==> src/rtl/datapath_ctrl_pkg.sv <==
// Shared types and encodings for the datapath_ctrl sequencer.
package datapath_ctrl_pkg;

    typedef enum logic [2:0] {
        S_IDLE  = 3'd0,
        S_WIMM  = 3'd1,
        S_LOADA = 3'd2,
        S_LOADB = 3'd3,
        S_EXEC  = 3'd4,
        S_WB    = 3'd5,
        S_DONE  = 3'd6
    } state_t;

    localparam logic [2:0] OPC_MOV = 3'b110;
    localparam logic [2:0] OPC_ALU = 3'b101;

    // op field under OPC_MOV
    localparam logic [1:0] MOV_REG = 2'b00;
    localparam logic [1:0] MOV_IMM = 2'b10;

    localparam logic [1:0] OP_ADD = 2'b00;
    localparam logic [1:0] OP_CMP = 2'b01;
    localparam logic [1:0] OP_AND = 2'b10;
    localparam logic [1:0] OP_MVN = 2'b11;

    localparam logic [1:0] SH_NONE = 2'b00;
    localparam logic [1:0] SH_LSL  = 2'b01;
    localparam logic [1:0] SH_LSR  = 2'b10;
    localparam logic [1:0] SH_ASR  = 2'b11;

endpackage

==> src/rtl/datapath_ctrl_decode.sv <==
// Combinational instruction decode: field split, imm8 sign extension,
// legality check and the first state after accept.
module datapath_ctrl_decode
    import datapath_ctrl_pkg::*;
#(
    parameter int W = 16
) (
    input  logic [15:0]  instr_i,
    output logic [1:0]   op_o,
    output logic [2:0]   rn_o,
    output logic [2:0]   rd_o,
    output logic [1:0]   sh_o,
    output logic [2:0]   rm_o,
    output logic [W-1:0] imm_sx_o,
    output logic         legal_o,
    output logic         is_mov_reg_o,
    output logic         is_mvn_o,
    output logic         is_cmp_o,
    output state_t       first_state_o
);

    logic [2:0] opcode;
    logic       is_mov;
    logic       is_alu;
    logic       is_mov_imm;

    assign opcode   = instr_i[15:13];
    assign op_o     = instr_i[12:11];
    assign rn_o     = instr_i[10:8];
    assign rd_o     = instr_i[7:5];
    assign sh_o     = instr_i[4:3];
    assign rm_o     = instr_i[2:0];
    assign imm_sx_o = {{(W-8){instr_i[7]}}, instr_i[7:0]};

    assign is_mov       = (opcode == OPC_MOV);
    assign is_alu       = (opcode == OPC_ALU);
    assign is_mov_imm   = is_mov && (op_o == MOV_IMM);
    assign is_mov_reg_o = is_mov && (op_o == MOV_REG);
    assign is_mvn_o     = is_alu && (op_o == OP_MVN);
    assign is_cmp_o     = is_alu && (op_o == OP_CMP);
    assign legal_o      = is_mov_imm || is_mov_reg_o || is_alu;

    always_comb begin
        if (!legal_o)
            first_state_o = S_DONE;
        else if (is_mov_imm)
            first_state_o = S_WIMM;
        else if (is_mov_reg_o || is_mvn_o)
            first_state_o = S_LOADB;
        else
            first_state_o = S_LOADA;
    end

endmodule

==> src/rtl/datapath_ctrl.sv <==
// Multicycle Moore sequencer driving the 16-bit datapath strobes.
// Optional DATAPATH_CTRL_PERF_EN adds a completed-instruction counter.
module datapath_ctrl
    import datapath_ctrl_pkg::*;
#(
    parameter int W = 16
) (
    input  logic         clk,
    input  logic         reset_n,
    input  logic         start,
    input  logic [15:0]  instr,
    output logic         busy,
    output logic         done,
    output logic         err,
    output logic [2:0]   readnum,
    output logic [2:0]   writenum,
    output logic         write,
    output logic         vsel,
    output logic         loada,
    output logic         loadb,
    output logic         asel,
    output logic         bsel,
    output logic         loadc,
    output logic         loads,
    output logic [1:0]   shift,
    output logic [1:0]   ALUop,
`ifdef DATAPATH_CTRL_PERF_EN
    output logic [15:0]  instr_count,
`endif
    output logic [W-1:0] datapath_in
);

    state_t      state_q, state_d;
    logic [15:0] instr_q, instr_d;
    logic        err_q, err_d;
    logic [2:0]  readnum_q;
    logic [2:0]  writenum_q;

    logic [15:0]  dec_instr;
    logic [1:0]   f_op;
    logic [2:0]   f_rn, f_rd, f_rm;
    logic [1:0]   f_sh;
    logic [W-1:0] f_imm;
    logic         f_legal, f_mov_reg, f_mvn, f_cmp;
    state_t       f_first;

    // In IDLE the decoder classifies the incoming word; elsewhere the latched one.
    assign dec_instr = (state_q == S_IDLE) ? instr : instr_q;

    datapath_ctrl_decode #(.W(W)) u_decode (
        .instr_i       (dec_instr),
        .op_o          (f_op),
        .rn_o          (f_rn),
        .rd_o          (f_rd),
        .sh_o          (f_sh),
        .rm_o          (f_rm),
        .imm_sx_o      (f_imm),
        .legal_o       (f_legal),
        .is_mov_reg_o  (f_mov_reg),
        .is_mvn_o      (f_mvn),
        .is_cmp_o      (f_cmp),
        .first_state_o (f_first)
    );

    always_ff @(posedge clk or negedge reset_n) begin
        if (!reset_n) begin
            state_q    <= S_IDLE;
            instr_q    <= '0;
            err_q      <= 1'b0;
            readnum_q  <= '0;
            writenum_q <= '0;
        end else begin
            state_q    <= state_d;
            instr_q    <= instr_d;
            err_q      <= err_d;
            readnum_q  <= readnum;
            writenum_q <= writenum;
        end
    end

    always_comb begin
        state_d = state_q;
        instr_d = instr_q;
        err_d   = err_q;
        case (state_q)
            S_IDLE: begin
                if (start) begin
                    instr_d = instr;
                    err_d   = !f_legal;
                    state_d = f_first;
                end
            end
            S_WIMM:  state_d = S_DONE;
            S_LOADA: state_d = S_LOADB;
            S_LOADB: state_d = S_EXEC;
            S_EXEC:  state_d = f_cmp ? S_DONE : S_WB;
            S_WB:    state_d = S_DONE;
            S_DONE:  state_d = S_IDLE;
            default: state_d = S_IDLE;
        endcase
    end

    always_comb begin
        busy        = (state_q != S_IDLE);
        done        = 1'b0;
        err         = 1'b0;
        readnum     = readnum_q;
        writenum    = writenum_q;
        write       = 1'b0;
        vsel        = 1'b0;
        loada       = 1'b0;
        loadb       = 1'b0;
        asel        = 1'b0;
        bsel        = 1'b0;
        loadc       = 1'b0;
        loads       = 1'b0;
        shift       = SH_NONE;
        ALUop       = OP_ADD;
        datapath_in = '0;
        case (state_q)
            S_WIMM: begin
                write       = 1'b1;
                vsel        = 1'b1;
                writenum    = f_rn;
                datapath_in = f_imm;
            end
            S_LOADA: begin
                readnum = f_rn;
                loada   = 1'b1;
            end
            S_LOADB: begin
                readnum = f_rm;
                loadb   = 1'b1;
            end
            S_EXEC: begin
                shift = f_sh;
                loadc = 1'b1;
                asel  = f_mov_reg || f_mvn;
                ALUop = f_mov_reg ? OP_ADD : f_op;
                loads = f_cmp;
            end
            S_WB: begin
                write    = 1'b1;
                writenum = f_rd;
            end
            S_DONE: begin
                done = 1'b1;
                err  = err_q;
            end
            default: ;
        endcase
    end

`ifdef DATAPATH_CTRL_PERF_EN
    logic [15:0] count_q, count_d;

    assign count_d     = (state_q == S_DONE && !err_q) ? count_q + 16'd1 : count_q;
    assign instr_count = count_q;

    always_ff @(posedge clk or negedge reset_n) begin
        if (!reset_n)
            count_q <= '0;
        else
            count_q <= count_d;
    end
`endif

endmodule
==> config.mk <==
export PLATFORM = sky130hd
export DESIGN_NAME = datapath_ctrl
export DESIGN_NICKNAME = d
export VERILOG_FILES = /design/src/rtl/datapath_ctrl_pkg.sv /design/src/rtl/datapath_ctrl_decode.sv /design/src/rtl/datapath_ctrl.sv
export SDC_FILE = /design/constraint.sdc
export NUM_CORES = 1
export LEC_CHECK = 0
export ABC_AREA = 1
export BUFFER_PORTS_ARGS = -buffer_cell sky130_fd_sc_hd__buf_2
export CORE_UTILIZATION = 47
export CTS_BUF_LIST = sky130_fd_sc_hd__clkbuf_8 sky130_fd_sc_hd__clkbuf_16
export DETAILED_ROUTE_END_ITERATION = 6
export GPL_ROUTABILITY_DRIVEN = 0
export PLACE_DENSITY = 0.73
export RECOVER_POWER = 100
export SYNTH_ARGS = -nofsm -noshare
export SYNTH_HDL_FRONTEND = slang
export SYNTH_HIERARCHICAL = 1
export SYNTH_SLANG_ARGS = --single-unit
==> constraint.sdc <==
create_clock -name clk -period 2.61 [get_ports clk]
set_input_delay 0.261 -clock clk [delete_from_list [all_inputs] [get_ports clk]]
set_output_delay 0.261 -clock clk [all_outputs]
set_load 0.02 [all_outputs]
==> metrics <==
sequential power share 29.5%; top post-synthesis cells by area dfrtp_1 36%, nand2_1 13%, buf_4 12%, o21ai_0 9.6%, inv_1 9.4%; Seq/Total Area, Yosys 35.5%; largest net degree at the start of global routing 35; # diodes 0; Least-Margin Pin Slew 1400 ps; Worst-Skew Late Latency 270 ps; DRC viols 0; Post-Syn Nets 291; reg2reg setup slack 610 ps; fraction of registers with async set or reset after synthesis 100%; final setup violation count 0; Sink Count 26; post-synth top area share 35.5%; peak supply drop 0.378 mV; CP required 2350 ps; max-cap check violation count 0; Synth Flop Type dfrtp_1; RSZ-0062 raised after global routing no; final slew viol count 0; die width 64.4 um; core area 0.00369 mm2; crit path kind reg2out; terminus of the critical flop-to-flop path instr_q[8]$_DFFE_PN0P_; Comb pwr share 59.1%; Die Area 0.00415 mm2; status finished clean; WL met2 1690 um; Slew HR 6.94%; Post-CTS Hold Fix Bufs 0; initial antenna violation count 0; crit-path cells nor2_4, nand2_2, buf_4, o21ai_0, nand3_1, nand3_1, clkbuf_2; max incr delay on CP 450 ps; Synth Register Bits 26; Worst Hold Class in2reg; area delta synth->final 4.71%; ANT nets after route 0; final setup TNS 0 ps; Hold Startpoint start; CTS Root Buffer Type clkbuf_8; synth cell count leaders 62 x nand2_1, 46 x inv_1, 35 x o21ai_0; NumNets Final 315; met1 wire length 1760 um; row count 22; Vias 1600; metal3 WL 224 um; WHS Path Cells 3; IO buf count 54; fin util 52.0%; Worst Skew 2.38 ps; Netlist cell types 23; clk slew on worst S/H paths 90 ps; Final Hold Viols 0; most frequent cell after synthesis nand2_1; TritonCTS buffer count 3; H-tree depth 1; synthesized instance count 272; Synthesis Warnings 6; Starting Density 49.7%; Die H 64.4 um; Switching Power 0.00119 W; Setup crit end kind output port; Overflow after GRT 0; vias per inst 4.66; drt total wl 3710 um; crit path launch type register; Period Utilization, post-route 94.0%; 1st-pass router iterations 4; critical path fanouts, max 25; WL per Instance 10.8 um; static leakage 1.07 nW; num ports 56; post-synth top area cell dfrtp_1; Highest Signal Layer met4; clock share of power 11.4%; syn avg cell area 6.73 um2; PwrDens 1210 mW/mm2; hpwl dp 2750 um; reg2reg path depth 3; # Post-CTS Setup Buffers 0; drt first-iter violations 104; worst-case hold path end point state_q[0]$_DFFE_PN0P_; most used cell, CP nand3_1; clock buffer depth 2; vias in the first global route 1388; CTS tree done; WP data arrival 2190 ps; proportion of layout cells with a drive suffix above 1 14.9%; Post-synth EDFFs 0; post-synthesis cell area 0.00183 mm2; achievable clock frequency 0.408 GHz; R2R Path Start state_q[1]$_DFFE_PN0P_; first-pass GRT wire length 6210 um; gr usage total 18.9%; post-CTS sizing 0; switch share 51.5%; Cell Int Power 0.00112 W; Worst path slowest cell dfrtp_1; Tmin final 2450 ps
[logic make-up (layout without fill, tap and decap cells)]
family / after synthesis / after routing / share of synthesized area (%)
buffers and inverters: 89 / 112 / 25.8
flip-flops: 26 / 26 / 35.5
other: 1 / 1 / 0.205
AND/OR/NAND/NOR: 120 / 120 / 28.6
AO/OA/AOI/OAI: 36 / 36 / 9.84
[worst max-delay path: cells and delay by family, from the launching register on]
| family | cells | cell delay [ps] |
|---|---|---|
| simple gates | 4 | 640 |
| flops | 1 | 450 |
| compound gates | 1 | 380 |
| buf+inv | 2 | 440 |
[cell type report]
cell class	instances	area [um2]
multi-input combinational	157	697
fill	391	1770
tap	48	60.1
timing repair buffer	57	259
clock buffer	4	55.1
sequential	26	651
inverter	51	196
[registers in the layout, indices dropped and copies added (netlist names)]
register,cells
instr_q,16
readnum_q,3
state_q,3
writenum_q,3
err_q,1
[worst max path at each step]
stage | start | end | slack [ps] | cells after the start
6_report | state_q[1]$_DFFE_PN0P_ | writenum[0] | 160 | 7
5_1_grt | state_q[1]$_DFFE_PN0P_ | writenum[2] | 30 | 8
4_1_cts | state_q[1]$_DFFE_PN0P_ | loads | 70 | 9
3_5_place_dp | state_q[1]$_DFFE_PN0P_ | loads | 370 | 9
3_3_place_gp | state_q[1]$_DFFE_PN0P_ | ALUop[0] | 480 | 11
2_1_floorplan | state_q[1]$_DFFE_PN0P_ | datapath_in[10] | 260 | 7
[power groups by stage]
stage | Sequential [W] | Clock (W) | Combinational (W)
finish | 0.000683 | 0.000264 | 0.00137
global placement | 0.000685 | 0 | 0.00137
global route | 0.000703 | 0.000280 | 0.00155
detailed placement | 0.000692 | 0 | 0.00140
floorplan | 0.000670 | 0 | 0.00144
CTS | 0.000686 | 0.000263 | 0.00140
[placed cells by master (no fill, tap or decap), drive strengths merged, types with 16 or more instances in the layout]
cell type  netlist  final
nand3           16     16
dfrtp           26     26
nand2           63     63
clkbuf           1     37
o21ai           35     35
buf             37     24
inv             51     51
nor2            37     37
[through the flow]
stage	hold slack, ps	area (um2)	instances	power [W]	setup slack [ps]
after floorplan	-34.6	1830	272	0.00211	260
after global placement	299	1910	339	0.00205	484
after detailed placement	300	1910	339	0.00209	374
after CTS	8.46	1960	343	0.00235	73.3
after global routing	258	1920	343	0.00253	26.8
final	243	1920	343	0.00232	157
[metal layers]
layer  global-route usage [%]  up-vias
li1                         -      831
met1                     26.6      717
met2                     29.7       45
met3                     3.35        7
met4                     5.28        0
met5                        0        -
No activity file was read; power rests on OpenSTA's default activity.
